`config.mk`:
```
export PLATFORM = sky130hd
export DESIGN_NAME = tlut_result_drain
export DESIGN_NICKNAME = d
export VERILOG_FILES = /design/src/rtl/tlut_pkg.sv /design/src/rtl/tlut_window_ctr.sv /design/src/rtl/tlut_result_drain.sv
export SDC_FILE = /design/constraint.sdc
export NUM_CORES = 1
export LEC_CHECK = 0
export ABC_AREA = 1
export CORE_UTILIZATION = 57
export DETAILED_ROUTE_END_ITERATION = 6
export DONT_BUFFER_PORTS = 1
export PLACE_DENSITY = 0.78
export SETUP_SLACK_MARGIN = 0.5
export SYNTH_ARGS = -nofsm -noshare
export SYNTH_HDL_FRONTEND = slang
export SYNTH_SLANG_ARGS = --single-unit
export TNS_END_PERCENT = 5
```
`constraint.sdc`:
```
create_clock -name clk -period 1.5 [get_ports clk]
set_clock_uncertainty 0.1 [all_clocks]
set_input_delay 0.225 -clock clk [delete_from_list [all_inputs] [get_ports clk]]
set_output_delay 0.225 -clock clk [all_outputs]
set_load 0.05 [all_outputs]
```
`src/rtl/tlut_pkg.sv`:
```
// Shared types and defaults for the temporal-LUT result drain.
package tlut_pkg;

  localparam int unsigned DefDimA     = 9;
  localparam int unsigned DefAccWidth = 13;
  localparam int unsigned DefWindow   = 16;
  localparam int unsigned DefCellLat  = 1;

  // $clog2 that never returns 0, so single-entry indices still get one bit.
  function automatic int unsigned clog2_min1(input int unsigned n);
    return (n > 1) ? $clog2(n) : 1;
  endfunction

  localparam int unsigned DefLaneW = clog2_min1(DefDimA);

  typedef enum logic [1:0] {
    StIdle,
    StCompute,
    StWait,
    StDrain
  } drain_state_t;

endpackage

```
`src/rtl/tlut_window_ctr.sv`:
```
// Loadable up-counter with terminal-count flag; times both the compute window
// and the cell-latency wait.
module tlut_window_ctr #(
  parameter int unsigned Width = 4
) (
  input  logic             clk,
  input  logic             rst,
  input  logic             load,
  input  logic             inc,
  input  logic [Width-1:0] limit,
  output logic             tc
);

  logic [Width-1:0] count_q, count_d;

  always_comb begin
    count_d = count_q;
    if (load) begin
      count_d = '0;
    end else if (inc) begin
      count_d = count_q + Width'(1);
    end
  end

  always_ff @(posedge clk) begin
    if (rst) begin
      count_q <= '0;
    end else begin
      count_q <= count_d;
    end
  end

  assign tc = (count_q == limit);

endmodule

```
`src/rtl/tlut_result_drain.sv`:
```
// Times one temporal-LUT compute window, captures the lane results and streams them
// out one lane per beat. Define TLUT_DRAIN_ZERO_SKIP_EN to skip zero-valued lanes.
module tlut_result_drain
  import tlut_pkg::*;
#(
  parameter int unsigned DIM_A     = DefDimA,
  parameter int unsigned ACC_WIDTH = DefAccWidth,
  parameter int unsigned WINDOW    = DefWindow,
  parameter int unsigned CELL_LAT  = DefCellLat,
  localparam int unsigned LaneW    = clog2_min1(DIM_A)
) (
  input  logic                       clk,
  input  logic                       rst,
  input  logic                       start,
  input  logic [DIM_A*ACC_WIDTH-1:0] product_acc,
  output logic                       cell_enable,
  output logic                       busy,
  output logic                       out_valid,
  input  logic                       out_ready,
  output logic [ACC_WIDTH-1:0]       out_data,
  output logic [LaneW-1:0]           out_lane,
  output logic                       out_last,
  output logic                       done
);

  localparam int unsigned CtrMax = (WINDOW > CELL_LAT) ? WINDOW : CELL_LAT;
  localparam int unsigned CtrW   = clog2_min1(CtrMax);

  drain_state_t state_q, state_d;

  logic [DIM_A-1:0][ACC_WIDTH-1:0] cap_lanes;
  logic [DIM_A-1:0][ACC_WIDTH-1:0] shadow_q;
  logic [LaneW-1:0]                lane_q;
  logic                            done_q;

  logic            ctr_load, ctr_inc, ctr_tc;
  logic [CtrW-1:0] ctr_limit;
  logic            xfer, capture;
  logic [LaneW-1:0] first_lane, next_lane;
  logic            is_last;

  assign cap_lanes = product_acc;

  tlut_window_ctr #(
    .Width (CtrW)
  ) u_window_ctr (
    .clk   (clk),
    .rst   (rst),
    .load  (ctr_load),
    .inc   (ctr_inc),
    .limit (ctr_limit),
    .tc    (ctr_tc)
  );

  // Lane sequencing: first lane after capture, successor of lane_q, and last-beat flag.
`ifdef TLUT_DRAIN_ZERO_SKIP_EN
  logic [DIM_A-1:0] cap_nz, sh_nz;
  logic             has_next;

  always_comb begin
    cap_nz     = '0;
    sh_nz      = '0;
    first_lane = LaneW'(DIM_A - 1);
    next_lane  = lane_q;
    has_next   = 1'b0;
    for (int i = 0; i < DIM_A; i++) begin
      cap_nz[i] = |cap_lanes[i];
      sh_nz[i]  = |shadow_q[i];
    end
    // Descending scan leaves the lowest qualifying lane selected.
    for (int i = DIM_A - 1; i >= 0; i--) begin
      if (cap_nz[i]) begin
        first_lane = LaneW'(i);
      end
      if (sh_nz[i] && (i > int'(lane_q))) begin
        next_lane = LaneW'(i);
        has_next  = 1'b1;
      end
    end
    is_last = !has_next;
  end
`else
  always_comb begin
    first_lane = '0;
    next_lane  = lane_q + LaneW'(1);
    is_last    = (lane_q == LaneW'(DIM_A - 1));
  end
`endif

  assign xfer    = out_valid && out_ready;
  assign capture = (state_q == StWait) && ctr_tc;

  always_ff @(posedge clk) begin
    if (rst) begin
      state_q <= StIdle;
    end else begin
      state_q <= state_d;
    end
  end

  always_comb begin
    state_d = state_q;
    unique case (state_q)
      StIdle:    if (start)            state_d = StCompute;
      StCompute: if (ctr_tc)           state_d = StWait;
      StWait:    if (ctr_tc)           state_d = StDrain;
      StDrain:   if (xfer && is_last)  state_d = StIdle;
      default:                         state_d = StIdle;
    endcase
  end

  always_comb begin
    cell_enable = (state_q == StCompute);
    busy        = (state_q != StIdle);
    out_valid   = (state_q == StDrain);
    out_last    = (state_q == StDrain) && is_last;
    out_data    = (state_q == StDrain) ? shadow_q[lane_q] : '0;
    out_lane    = (state_q == StDrain) ? lane_q : '0;
    done        = done_q;
    ctr_limit   = (state_q == StWait) ? CtrW'(CELL_LAT - 1) : CtrW'(WINDOW - 1);
    ctr_load    = ((state_q == StIdle) && start) ||
                  (((state_q == StCompute) || (state_q == StWait)) && ctr_tc);
    ctr_inc     = ((state_q == StCompute) || (state_q == StWait)) && !ctr_tc;
  end

  always_ff @(posedge clk) begin
    if (rst) begin
      shadow_q <= '0;
      lane_q   <= '0;
      done_q   <= 1'b0;
    end else begin
      done_q <= xfer && is_last;
      if (capture) begin
        shadow_q <= cap_lanes;
        lane_q   <= first_lane;
      end else if (xfer) begin
        lane_q <= is_last ? '0 : next_lane;
      end
    end
  end

endmodule

```
Word level (Yosys, flattened, before mapping):

Index checks and enable logic that the tools add are counted.
Widths: inputs -> output; s select.

* register bits: 128
* input bits: 121
* output and inout port bits: 22

* reductions and logical operators: 15
* eq/ne operators: 9
* $lt $le $gt $ge: 1
* multiplexer cells: 11
* $add $sub $neg: 2

Operators by type and width (count)
* $bmux 13 s4: 1
* $mux 13: 2
* $mux 4: 3
* $add 4x1->4 const B: 2
* $mux 2: 4
* $pmux 2 s4: 1
* $logic_and 1x1->1: 7
* $lt 4x5->1 const B: 1
* $eq 2x2->1 const B: 2
* $eq 4x4->1: 1
* $eq 4x4->1 const B: 1
* $ne 2x1->1 const B: 2
* $ne 2x2->1 const B: 2
* $reduce_and 4->1: 1
* $reduce_or 2->1: 2
* $eq 2x1->1 const B: 1
* $logic_not 2->1: 1
* $logic_or 1x1->1: 2
* $reduce_bool 2->1: 1
* $logic_not 1->1: 1

Logic depth before layout (Yosys ltp):

Gate-level depths: netlist (run 1).

* word-level depth: 6
* depth in mapped cells: 10
* mapped depth without buffers: 9

Hierarchy:

From an unflattened synthesis (run 1), not the netlist that was laid out.

* cell total of the unflattened synthesis: 872
* area, all modules: 5993.2 um^2

Modules (own cells, without submodules)
* tlut_result_drain: area each 5770.5 um^2, times used 1, cells each 839
* tlut_window_ctr: area each 222.7 um^2, times used 1, cells each 33

Worst setup path before layout (run 1):

Ideal clock, no wire load.

* kind: reg2out
* start point: reg state_q[0]
* end point: out out_data[10]
* slack: -953 ps
* buffers on the path: 2
* arrival: 2128 ps
* required time: 1175 ps
* stages on the path, launching flop included: 6
* path through: dfxtp_1 ha_1 buf_4 inv_1 clkbuf_1 a21oi_1

* longest elaborated chain between the ends: 2

Ends and longest elaborated chain
* from (decl): RTL line tlut_result_drain.sv:29 `drain_state_t state_q, state_d;`
* from (signal assigned): RTL line tlut_result_drain.sv:95 `state_q <= StIdle;`
* from (signal assigned): RTL line tlut_result_drain.sv:97 `state_q <= state_d;`
* $eq 2x2->1
* net out_valid: RTL line tlut_result_drain.sv:18 `output logic out_valid,`
* $mux 13: RTL line tlut_result_drain.sv:117 `out_data = (state_q == StDrain) ? shadow_q[lane_q] : '0;`
* to (decl): RTL line tlut_result_drain.sv:20 `output logic [ACC_WIDTH-1:0] out_data,`

The timed path passes the listed nets, and every way through them passes these cells.

Worst setup path after layout (run 1):

* start point: reg lane_q[0]
* end point: out out_data[7]

* longest elaborated chain between the ends: 3

Ends and longest elaborated chain
* from (decl): RTL line tlut_result_drain.sv:33 `logic [LaneW-1:0] lane_q;`
* from (signal assigned): RTL line tlut_result_drain.sv:135 `lane_q <= first_lane;`
* from (signal assigned): RTL line tlut_result_drain.sv:137 `lane_q <= is_last ? '0 : next_lane;`
* $bmux 13 s4: RTL line tlut_result_drain.sv:117
* $mux 13 (implied by the code): RTL line tlut_result_drain.sv:117
* $mux 13: RTL line tlut_result_drain.sv:117

No other way between the ends. The select of a mux whose other input is x is not followed.

==> flow_summary.json, run 1 <==
{
  "drc": 1,
  "setup_tns_ns": -22.81,
  "synth_simple_gate_area_share_pct": 19.1,
  "drv_cap": 0,
  "die-width_um": 104,
  "grt_max_degree": 69,
  "whs_ns": 0.317,
  "dp_hpwl_um": 12200,
  "ff2ff_path_depth": 9,
  "hold_end": "shadow_q[81]",
  "wl_per_cell_um": 25.0,
  "slowest_delay_ns": 0.46,
  "netlist.area_leader.share_pct": 42.8,
  "p_leak_nw": 3.76,
  "ys.warnings.count": 0,
  "yosysSeqAreaShare_pct": 42.8,
  "ant_nets": 0,
  "syn-instance-count": 855,
  "max_slew.worst_pin.slew_ns": 0.459,
  "worstPathCellList": "inv_8, clkbuf_16, nand2_1, nand3_1, nand3_1, nand3_2, a21oi_4, buf_12",
  "synth_fp_nets": 984,
  "layout-area-overhead-vs-synth_pct": 56.3,
  "grt_overflow": 0,
  "grt_first_pass_wirelength_um": 35900,
  "netlist_top_cells_area": "dfxtp_1, a21oi_1, o21ai_0, nand2_1, inv_1",
  "cts_tree": "done",
  "place_inst": 995,
  "path_max_fanout": 12,
  "crit_type": "reg2out",
  "worst_path_max_delay_cell": "dfxtp_4",
  "initial_core_util_pct": 58.5,
  "crit_buf_inv": 3,
  "min-delay-start": "product_acc[81]",
  "num_vias": 7800,
  "ir_drop_mv": 1.56,
  "drtIter0Drc": 1265,
  "clock_path_buffers": 2,
  "clk_latency_ns": 0.55,
  "crit_family": "simple AND/OR/NAND/NOR gates",
  "grt_pass1_vias": 7084,
  "cts.sinks": 128,
  "arrival_ns": 2.12,
  "cp_common_cell": "nand3_1",
  "min_period_ns": 2.44,
  "hold_violations": 0,
  "slew_headroom_pct": 69.4,
  "setup_viol": 125,
  "rr_startpoint": "lane_q[3]",
  "max_freq_mhz": 410,
  "synth_area_per_cell_um2": 7.00,
  "p_total_w": 0.0163,
  "synth.largest_area_cell": "dfxtp_1",
  "core_area_um2": 10200,
  "synth_cell_types": 23,
  "synth.ff_latch_count": 128,
  "synth_compound_area_share_pct": 21.4,
  "final_cells": 1158,
  "hold_path_depth": 3,
  "hold_path.class": "in2reg",
  "drive_gt1_share_pct": 24.1,
  "grtUsageTotal_pct": 42.8,
  "dieArea_um2": 10900,
  "gp_congestion": 0.985,
  "cts.reportedPaths.clkPinSlew_ns": 0.06,
  "die_height_um": 104,
  "htreeDepth": 4,
  "cp-end-kind": "primary output",
  "placementRows": 37,
  "reg2reg_slack_ns": -0.47,
  "power_density_nw_per_um2": 1750,
  "fin_nets": 1137,
  "pin_count": 143,
  "startpoint_type": "flop",
  "cts-root-buf": "clkbuf_8",
  "min_period_over_period_pct": 163,
  "syn_area_um2": 5980,
  "rsz0062_at_grt": "true",
  "grt_antenna_before_repair": 2,
  "synth_xor_area_share_pct": 0.732,
  "violations": "DRC, setup timing",
  "status": "complete, but fails checks",
  "synth_top_family_by_area": "compound AO/OA/AOI/OAI gates",
  "r2r_end": "state_q[0]",
  "numCtsBuffers": 17,
  "drv_slew": 0,
  "port_buffers": 0,
  "wl_um": 29000,
  "yosys.area_share.adder_pct": 1.67,
  "setup_slack_ns": -0.941,
  "required_ns": 1.17,
  "dr.pass1.iters": 7,
  "muxShareOfSynthArea_pct": 0,
  "finish.utilization_pct": 91.4,
  "vias_per_cell": 6.74
}
## cells in the mapped netlist (all sizes together)
cell type and count:
a211oi 1, nand2 142, nor2 20, inv 136, clkbuf 16, buf 46
a21oi 136, dfxtp 128, xor2 4, xnor2 1, nand3 97, ha 8
o21ai 117, nand4 1, nand3b 1, nor4 1
## registers in the layout, summed over array words and instances, names as in the netlist
| register | count |
|---|---|
| shadow_q | 117 |
| state_q | 2 |
| lane_q | 4 |
| done | 1 |
| u_window_ctr.count_q | 4 |
## worst min-delay path, cell delays in order
cell,delay (ns)
dlygate4sd3_1,0.53
o21ai_1,0.07
a21oi_1,0.11
## cells by family after synthesis
kind of cell / count (synthesis)
fa+ha+maj: 8
xor+xnor: 5
simple gates: 262
compound gates: 254
flops: 128
buf+inv: 198
## metal layers
layer  vias up  wire (µm)  track usage, %
met4         2       3460            31.3
met2       869      12500            71.9
met1      3494       9260            46.0
met3       359       3790            11.7
li1       3076          -               -
met5         -         17               0
## worst max-delay path by stage
stage	start	slack, ns	endpoint	depth (start not counted)
global route	lane_q[0]	-1.00	out_data[7]	8
detailed placement	lane_q[1]	-0.26	out_data[7]	6
CTS	lane_q[0]	-0.72	out_data[6]	8
finish	lane_q[0]	-0.94	out_data[7]	8
global placement	lane_q[0]	-0.21	out_data[4]	8
floorplan	lane_q[0]	-0.28	out_data[0]	7
## report_power, final
group          total (W)  leakage, nW  switching [W]  internal, W
Combinational    0.00711         2.44        0.00468      0.00243
Sequential       0.00515         1.05       0.000592      0.00455
Clock            0.00409        0.271        0.00165      0.00244
Total             0.0163         3.76        0.00693      0.00942
## through the flow
step                setup slack, ns  area [µm²]
finish                       -0.941        9350
CTS                          -0.720        8800
floorplan                    -0.276        6150
global placement             -0.208        6790
global route                  -1.00        9350
detailed placement           -0.259        6790
## placed cells by master (no fill, tap or decap), drive strengths merged
cell type / netlist / routed
nand2: 142 / 142
a21oi: 136 / 136
inv: 136 / 134
dfxtp: 128 / 128
dlygate4sd3: 0 / 120
o21ai: 117 / 117
nand3: 97 / 97
buf: 46 / 74
clkbuf: 16 / 24
nor2: 20 / 20
ha: 8 / 8
clkinvlp: 0 / 5
clkinv: 0 / 5
xor2: 4 / 4
bufinv: 0 / 2
diode: 0 / 1
nor4: 1 / 1
a211oi: 1 / 1
xnor2: 1 / 1
nand3b: 1 / 1
nand4: 1 / 1
## repair_timing
| item | in CTS | in global routing |
|---|---|---|
| setup endpoints to repair | 150 | 150 |
| pin swaps | 11 | 24 |
| resized for setup | 78 | 144 |
| cloned | 0 | 4 |
| endpoints found under the hold margin | 126 | 0 |
| hold buffers | 120 | 0 |
| buffers inserted | 0 | 6 |
## final cells by class
cell class | instances | area [µm²]
antenna | 1 | 2.50
clock buffer | 22 | 453
clock inverter | 10 | 111
fill | 336 | 880
inverter | 136 | 533
multi-input combinational | 529 | 3240
sequential | 128 | 2580
tap | 136 | 170
timing repair buffer | 196 | 2260
Power figures use the tool's default switching activity.
==> run 2, diff against run 1 <==
--- a/config.mk
+++ b/config.mk
@@ -9,6 +9,7 @@
 export CORE_UTILIZATION = 57
 export DETAILED_ROUTE_END_ITERATION = 6
 export DONT_BUFFER_PORTS = 1
+export GPL_TIMING_DRIVEN = 0
 export PLACE_DENSITY = 0.78
 export SETUP_SLACK_MARGIN = 0.5
 export SYNTH_ARGS = -nofsm -noshare
==> run 2 against run 1 <==
  * The run ends with setup timing left
  * Combinational power fell by 13%
  * Sequential power decreased by 2%
  * Register-to-register slack about the same
  * Sequential cell count did not move
  * Hold slack lost 0.22 ns
  * Clock-buffer cell count fell by 3
  * Sequential share of layout area rose by 1.3 points
  * Die area unchanged
  * Critical path type unchanged
  * Via count decreased by 10%
  * Power fell by 5.3%
  * Global-route usage down 0.094 points
==> flow_summary.json, run 2 (synthesis gave the netlist of run 1 again) <==
{
  "violations": "setup timing",
  "antenna_cells": 0,
  "grt_pass1_vias": 6982,
  "grt_overflow": 0,
  "drive_gt1_share_pct": 22.1,
  "slew_headroom_pct": 69.9,
  "slowest_delay_ns": 0.38,
  "grt_first_pass_wirelength_um": 35600,
  "grtUsageTotal_pct": 42.7,
  "max_slew.worst_pin.slew_ns": 0.451,
  "num_vias": 7003,
  "min_period_over_period_pct": 158,
  "crit_buf_inv": 2,
  "grt_antenna_before_repair": 0,
  "grt_max_degree": 17,
  "layout-area-overhead-vs-synth_pct": 49.3,
  "place_ws_ns": -0.575,
  "hold_violations": 0,
  "worst_path_max_delay_cell": "dfxtp_4",
  "dieArea_um2": 10900,
  "p_leak_nw": 3.58,
  "final_cell_mix": "inv_1, nand2_1, dfxtp_1",
  "pin_count": 143,
  "cp_common_cell": "nand3_2",
  "ir_drop_mv": 1.24,
  "path_max_fanout": 10,
  "setup_slack_ns": -0.866,
  "port_buffers": 0,
  "max_freq_mhz": 423,
  "drc": 0,
  "wl_per_cell_um": 21.0,
  "cts_tree": "done",
  "setup_viol": 149,
  "hold_path.class": "in2reg",
  "crit_type": "reg2out",
  "cts.sinks": 128,
  "drtIter0Drc": 793,
  "initial_core_util_pct": 58.5,
  "cts-root-buf": "clkbuf_8",
  "arrival_ns": 2.04,
  "clock_path_buffers": 2,
  "drv_slew": 0,
  "worstPathCellList": "buf_8, buf_6, nand2_1, nand3_2, nand3_2, nand3_4, a21oi_4",
  "top_regs": "shadow_q x117, lane_q x4, u_window_ctr.count_q x4",
  "place_inst": 991,
  "placementRows": 37,
  "core_area_um2": 10200,
  "htreeDepth": 4,
  "gp_congestion": 0.949,
  "regMostFlops": "shadow_q",
  "clk_latency_ns": 0.55,
  "status": "complete, but fails checks",
  "cts.reportedPaths.clkPinSlew_ns": 0.06,
  "layout_commonest_cell": "inv_1",
  "drv_cap": 0,
  "startpoint_type": "flop",
  "vias_per_cell": 6.07,
  "power_density_nw_per_um2": 1730,
  "numCtsBuffers": 17,
  "required_ns": 1.17,
  "finish.utilization_pct": 87.3,
  "die_height_um": 104,
  "dp_hpwl_um": 12900,
  "final_cells": 1154,
  "die-width_um": 104,
  "wl_um": 24200,
  "min_period_ns": 2.37,
  "fin_nets": 1134,
  "ant_nets": 0,
  "largest_reg_flops": 117,
  "cp-end-kind": "primary output",
  "crit_family": "simple AND/OR/NAND/NOR gates",
  "rsz0062_at_grt": "true",
  "dr.pass1.iters": 6
}
-- run 2: cell type report --
cell class                 instances  area [µm²]
clock inverter                    13         161
sequential                       128        2580
multi-input combinational        529        3270
buffer                            62         448
timing repair buffer             131        1320
inverter                         136         541
fill                             502        1300
tap                              136         170
clock buffer                      19         442
-- run 2: routing by layer --
layer,share of wire [%],vias to the layer above,global-route usage [%]
li1,-,3063,-
met1,35,3270,46.0
met2,49,521,73.9
met3,9.1,149,10.4
met4,6.7,0,28.3
met5,0,-,0
-- run 2: final timing paths --
kind,from,end,slack [ns],depth (start not counted)
min reg2reg,shadow_q[85],shadow_q[85],0.36,2
max,lane_q[0],out_data[3],-0.87,7
min,rst,state_q[0],0.09,4
max reg2reg,state_q[1],state_q[1],-0.48,10
-- run 2: metrics by stage --
stage          setup TNS [ns]  instance area [µm²]  total power (W)  hold slack, ns
2_1_floorplan           -3.76                 6150          0.00851           0.197
3_3_place_gp           -23.81                 6320          0.00944           0.199
3_5_place_dp           -30.51                 6320          0.00967           0.203
4_1_cts                -30.90                 8690           0.0145         0.00442
5_1_grt                -53.90                 8930           0.0161           0.120
6_report               -42.80                 8930           0.0155          0.0936
-- run 2: worst register-to-register path, cell delays in order, from the launching register on --
cell	delay (ns)
dfxtp_4	0.38
ha_4	0.25
buf_6	0.16
buf_4	0.12
nand2_1	0.08
inv_2	0.13
nand3_4	0.12
a21oi_1	0.25
nand3_1	0.13
nand2_1	0.10
nor2_1	0.05
-- run 2: what timing repair did --
action	in CTS	in global routing
endpoints found under the setup margin	150	150
pin swaps	37	31
setup buffers	10	0
endpoints found under the hold margin	128	0
hold buffers	120	0
gates resized for setup	152	83
cloned	1	0
-- run 2: where the power goes --
group	internal (W)	switching (W)	leakage (nW)
Clock	0.00262	0.00166	0.286
Combinational	0.00201	0.00415	2.24
Sequential	0.00455	0.000494	1.05
Total	0.00918	0.00630	3.58
==> run 3, diff against run 2 <==
--- a/config.mk
+++ b/config.mk
@@ -12,6 +12,7 @@
 export GPL_TIMING_DRIVEN = 0
 export PLACE_DENSITY = 0.78
 export SETUP_SLACK_MARGIN = 0.5
+export SLEW_MARGIN = 20
 export SYNTH_ARGS = -nofsm -noshare
 export SYNTH_HDL_FRONTEND = slang
 export SYNTH_SLANG_ARGS = --single-unit
==> results of run 3 <==
The final DEF is identical to that of run 2; final timing and power are the same.
